### config.mk
export PLATFORM = sky130hd
export DESIGN_NAME = reg_bank
export DESIGN_NICKNAME = d
export VERILOG_FILES = /design/src/rtl/reg_bank.sv
export SDC_FILE = /design/constraint.sdc
export NUM_CORES = 1
export LEC_CHECK = 0
export CORE_MARGIN = 2
export CORE_UTILIZATION = 50
export CTS_CLUSTER_DIAMETER = 80
export CTS_CLUSTER_SIZE = 12
export DETAILED_ROUTE_END_ITERATION = 6
export PLACE_DENSITY_LB_ADDON = 0.25
export SLEW_MARGIN = 20
export SYNTH_ARGS = -nofsm -noshare
export SYNTH_HDL_FRONTEND = slang
export SYNTH_SLANG_ARGS = --single-unit
### constraint.sdc
create_clock -name clock -period 2.9 [get_ports clock]
set_input_delay 0.29 -clock clock [delete_from_list [all_inputs] [get_ports clock]]
set_output_delay 0.29 -clock clock [all_outputs]
set_load 0.05 [all_outputs]
### src/rtl/reg_bank.sv
// reg_bank: general-purpose register bank for the simple-viii datapath.
//
// DEPTH registers of WIDTH bits. One write port applies LOAD/INC/DEC/CLEAR to
// register wr_sel. One read port returns register rd_sel on the shared bus one
// cycle after rd_en. carry/zero report the result of the most recent write.
//
// Ports:
//   clock      rising-edge clock
//   reset      synchronous, active-high; dominates wr_en/rd_en
//   in_data    write data for LOAD
//   wr_en      apply wr_op to register wr_sel this cycle
//   wr_op      00 LOAD, 01 INC, 10 DEC, 11 CLEAR
//   wr_sel     write register index
//   rd_en      request a read of register rd_sel
//   rd_sel     read register index
//   out_data   bus output, valid while out_valid=1
//   out_valid  out_data holds a read result this cycle
//   carry      carry/borrow of the last write
//   zero       last written value was zero
//
// Build option: define REG_BANK_TRISTATE_EN to drive out_data to 'z when idle
// (shared-bus mode). Otherwise idle out_data is all zeros (OR-able mux bus).

module reg_bank #(
  parameter int unsigned      WIDTH     = 8,
  parameter int unsigned      DEPTH     = 4,
  parameter logic [WIDTH-1:0] RESET_VAL = '0,
  localparam int unsigned     SELW      = $clog2(DEPTH)
) (
  input  logic             clock,
  input  logic             reset,
  input  logic [WIDTH-1:0] in_data,
  input  logic             wr_en,
  input  logic [1:0]       wr_op,
  input  logic [SELW-1:0]  wr_sel,
  input  logic             rd_en,
  input  logic [SELW-1:0]  rd_sel,
  output logic [WIDTH-1:0] out_data,
  output logic             out_valid,
  output logic             carry,
  output logic             zero
);

  typedef enum logic [1:0] {
    OpLoad  = 2'b00,
    OpInc   = 2'b01,
    OpDec   = 2'b10,
    OpClear = 2'b11
  } wr_op_e;

  logic [WIDTH-1:0] regs_q [DEPTH];
  logic [WIDTH-1:0] rd_data_q;
  logic             rd_valid_q;
  logic             carry_q;
  logic             zero_q;

  logic [WIDTH-1:0] wr_old;
  logic [WIDTH-1:0] wr_new;
  logic             wr_carry;
  logic             wr_hit;
  logic [WIDTH-1:0] rd_val;

  // Index decode by loop so an out-of-range select (non-power-of-2 DEPTH)
  // matches nothing: reads return 0 and writes are dropped.
  always_comb begin
    wr_old = '0;
    rd_val = '0;
    for (int i = 0; i < int'(DEPTH); i++) begin
      if (wr_sel == SELW'(i)) wr_old = regs_q[i];
      if (rd_sel == SELW'(i)) rd_val = regs_q[i];
    end
  end

  assign wr_hit = wr_en && (32'(wr_sel) < DEPTH);

  always_comb begin
    wr_new   = '0;
    wr_carry = 1'b0;
    unique case (wr_op_e'(wr_op))
      OpLoad: begin
        wr_new   = in_data;
        wr_carry = 1'b0;
      end
      OpInc: begin
        wr_new   = wr_old + 1'b1;
        wr_carry = &wr_old;
      end
      OpDec: begin
        wr_new   = wr_old - 1'b1;
        wr_carry = (wr_old == '0);
      end
      OpClear: begin
        wr_new   = '0;
        wr_carry = 1'b0;
      end
      default: begin
        wr_new   = '0;
        wr_carry = 1'b0;
      end
    endcase
  end

  // Read samples the pre-write contents, so a same-cycle read and write to
  // one register returns the old value.
  always_ff @(posedge clock) begin
    if (reset) begin
      for (int i = 0; i < int'(DEPTH); i++) begin
        regs_q[i] <= RESET_VAL;
      end
      rd_data_q  <= '0;
      rd_valid_q <= 1'b0;
      carry_q    <= 1'b0;
      zero_q     <= 1'b0;
    end else begin
      rd_valid_q <= rd_en;
      if (rd_en) begin
        rd_data_q <= rd_val;
      end
      if (wr_hit) begin
        for (int i = 0; i < int'(DEPTH); i++) begin
          if (wr_sel == SELW'(i)) regs_q[i] <= wr_new;
        end
        carry_q <= wr_carry;
        zero_q  <= (wr_new == '0);
      end
    end
  end

`ifdef REG_BANK_TRISTATE_EN
  assign out_data = rd_valid_q ? rd_data_q : {WIDTH{1'bz}};
`else
  assign out_data = rd_valid_q ? rd_data_q : '0;
`endif

  assign out_valid = rd_valid_q;
  assign carry     = carry_q;
  assign zero      = zero_q;

endmodule

==> run metrics <==
status=finished, final reports clean; grt ovf=0; die area=0.00564 sq mm; period utilisation layout=95.3%; post-synth top area share=38.0%; Vias=2014; initial antenna violation count=0; Core Footprint=0.00479 sq mm; vias in the first global route=1920; Worst Setup End Kind=register; clk_lat worst skew=300 ps; TritonRoute pass-1 iters=4; setup violators final=0; Port-buffer cells=28; count of final hold-check violations=0; reg2reg setup slack=230 ps; die span in y=75.1 um; synthesized area=0.00253 sq mm; Clock Sinks=43; Mean Syn Cell Area=11.8 sq um; first-pass GRT wire length=10300 um; CTS Root Cell=clkbuf_8; number of hold buffers added after cts=0; asr flop ratio synth=0%; Clock transition at path regs=70 ps; CTS Buf Count=5; category of the most critical setup path=input port to register; # diodes=0; row cnt=25; WL/cell=18.7 um; Reg2Reg Depth=9; via/cell ratio=5.80; utilization after layout=69.5%; number of synthesized flops with an enable pin=32; DRT antenna net count=0; # IOs=29; CP Cell Sequence=clkdlybuf4s50_1 -> buf_4 -> buf_4 -> mux4_2 -> ha_1 -> a21oi_1 -> a32o_1 -> a2111o_1 -> o211a_2 -> a41o_1; Yosys cell types=49; Yosys warnings=0; Period minus WS final=2760 ps; slew margin rel.=41.1%; most used cell, CP=buf_4; register area share after synthesis=46.7%; synth top area cells=edfxtp_1 (38%), mux4_2 (13%), dfxtp_1 (8.7%); reg2reg end=regs_q[0][5]$_SDFFCE_PN0P_; Slew @ Worst Pin=882 ps; Critical Path Max Stage Delay=460 ps; Nets=308; Worst Path Buf+Inv=3; DRT Wirelength=6470 um; critical path depth in cells=10; H-Tree Depth=2; Syn Nets=244; P_leak=1.32 nW; Area Growth Syn to Fin=31.6%; CP max stage cell=clkdlybuf4s50_1; Seq cells post-synth=43; hpwl dp=4710 um; Initial DRC Count=163; clk_skew=1.43 ps; pin count of the biggest net entering global routing=19; GRT Util Overall=26.2%; Starting Density=52.8%; layout cells sized above 1=23.6%; Critical Path Sink=zero$_SDFFE_PP0P_; TritonCTS clock tree=done; hold_ws=487 ps; Die W=75.1 um; Tightest Hold Check Type=register to register; CP required=3100 ps; Fillers=360; Pwr Density=461 mW/mm^2; Yosys top cell by area=edfxtp_1; Peak supply drop=406 uV; critical path startpoint=wr_sel[1]; Max Cap Viol=0; Longest Clk Path Bufs=2; worst-path fanout max=8; GP Congestion=0.918; most used flip-flop cell after synthesis=edfxtp_1; Fmax=362 MHz; Crit path arrival time=2960 ps; Slew Viols, Final=0; RSZ-0062 raised after global routing=false; CP Launch Type=input port; Synth Instances=215; CP top delay family=compound AO/OA/AOI/OAI gates; DRC errors left=0; Critical R2R Launch=regs_q[0][1]$_SDFFCE_PN0P_
synthesized netlist by cell type (2+ instances only):
library cell	count
mux2i_1	10
and2_1	8
nand3_1	6
and3_1	2
edfxtp_1	32
o21bai_1	2
a22oi_1	3
inv_1	5
nand2_1	9
nor2_1	43
xor2_1	3
o21ai_0	3
nor3b_1	2
a21o_1	4
nor2b_1	4
ha_1	10
a21oi_1	7
clkbuf_1	6
dfxtp_1	11
mux4_2	15
nor3_1	2
per-stage QoR:
stage	power, mW	instances	TNS [ps]	setup slack [ps]	area [sq um]
2_1_floorplan	0.935	215	0	44.4	2540
3_5_place_dp	1.11	335	-6890	-400	3150
3_3_place_gp	1.10	335	-6000	-388	3150
6_report	1.53	347	0	137	3330
4_1_cts	1.53	347	0	148	3320
5_1_grt	1.60	347	0	27.0	3330
state kept, by name, summed over array words and instances, names as in the netlist:
register and flops:
carry 1, zero 1, rd_data_q 8, out_valid 1
regs_q 32
area by class of cell:
cell class	instances	area, sq um	share of cell area, %
multi-input cells	158	1320	39.6
flip-flops and latches	43	1180	35.5
repair buffers	66	627	18.8
clock buffers	8	100	3.01
well taps	67	83.8	2.52
inverters	5	18.8	0.564
cells by family after synthesis:
family | after synthesis | synth area share, %
buffers and inverters | 14 | 2.42
flip-flops | 43 | 46.7
AO/OA/AOI/OAI | 34 | 10.0
adder cells (fa/ha/maj) | 11 | 5.74
multiplexers | 26 | 18.4
XOR/XNOR | 4 | 1.39
AND/OR/NAND/NOR | 83 | 15.3
worst min path at each step:
stage          cells past startpoint                       from                   endpoint  slack [ps]
3_5_place_dp                       2  rd_data_q[5]$_SDFFE_PP0P_  rd_data_q[5]$_SDFFE_PP0P_         470
4_1_cts                            2         carry$_SDFFE_PP0P_         carry$_SDFFE_PP0P_         490
6_report                           2  rd_data_q[5]$_SDFFE_PP0P_  rd_data_q[5]$_SDFFE_PP0P_         490
2_1_floorplan                      1                      wr_en         carry$_SDFFE_PP0P_         390
5_1_grt                            2  rd_data_q[5]$_SDFFE_PP0P_  rd_data_q[5]$_SDFFE_PP0P_         510
3_3_place_gp                       2  rd_data_q[6]$_SDFFE_PP0P_  rd_data_q[6]$_SDFFE_PP0P_         470
placed cells by master, fill, tap and decap left out, types with 3 or more instances in the layout:
cell type        instances
ha_1                     8
and2_1                   8
xor2_1                   3
nor2b_1                  4
nand2_1                  9
clkdlybuf4s50_1         27
mux4_2                  16
clkbuf_8                 7
buf_4                   34
mux2i_1                 10
dfxtp_1                 11
nand3_1                  6
a22oi_1                  3
o21ai_0                  3
nor2_1                  43
edfxtp_1                32
a21o_1                   4
a21oi_1                  7
inv_1                    5
buf_12                   3
worst register-to-register path, stage by stage, from the launching register on:
cell,delay (ps)
edfxtp_1,400
mux4_2,530
buf_4,170
ha_1,170
a21oi_1,240
o221ai_1,200
o32a_1,320
a22oi_1,170
buf_4,170
nor2_1,50
timing repair:
action / in CTS / in global routing
setup buffers: 3 / 0
endpoints found under the setup margin: 10 / 2
pin swaps: 0 / 1
cloned: 1 / 0
resized for setup: 5 / 1
where the power goes:
part           switching (mW)  internal (mW)  total (mW)
logic                   0.199          0.205       0.404
registers              0.0193          0.695       0.715
clock network           0.199          0.217       0.417
total                   0.418           1.12        1.53
routing by layer:
| metal | vias up | GRT usage (%) | part of all wire [%] |
|---|---|---|---|
| met5 | - | 0 | 0 |
| met4 | 0 | 6.94 | 2.0 |
| met3 | 12 | 6.96 | 8.7 |
| met2 | 101 | 40.3 | 47 |
| met1 | 951 | 37.1 | 43 |
| li1 | 950 | - | - |
No activity file was read; power rests on OpenSTA's default activity.
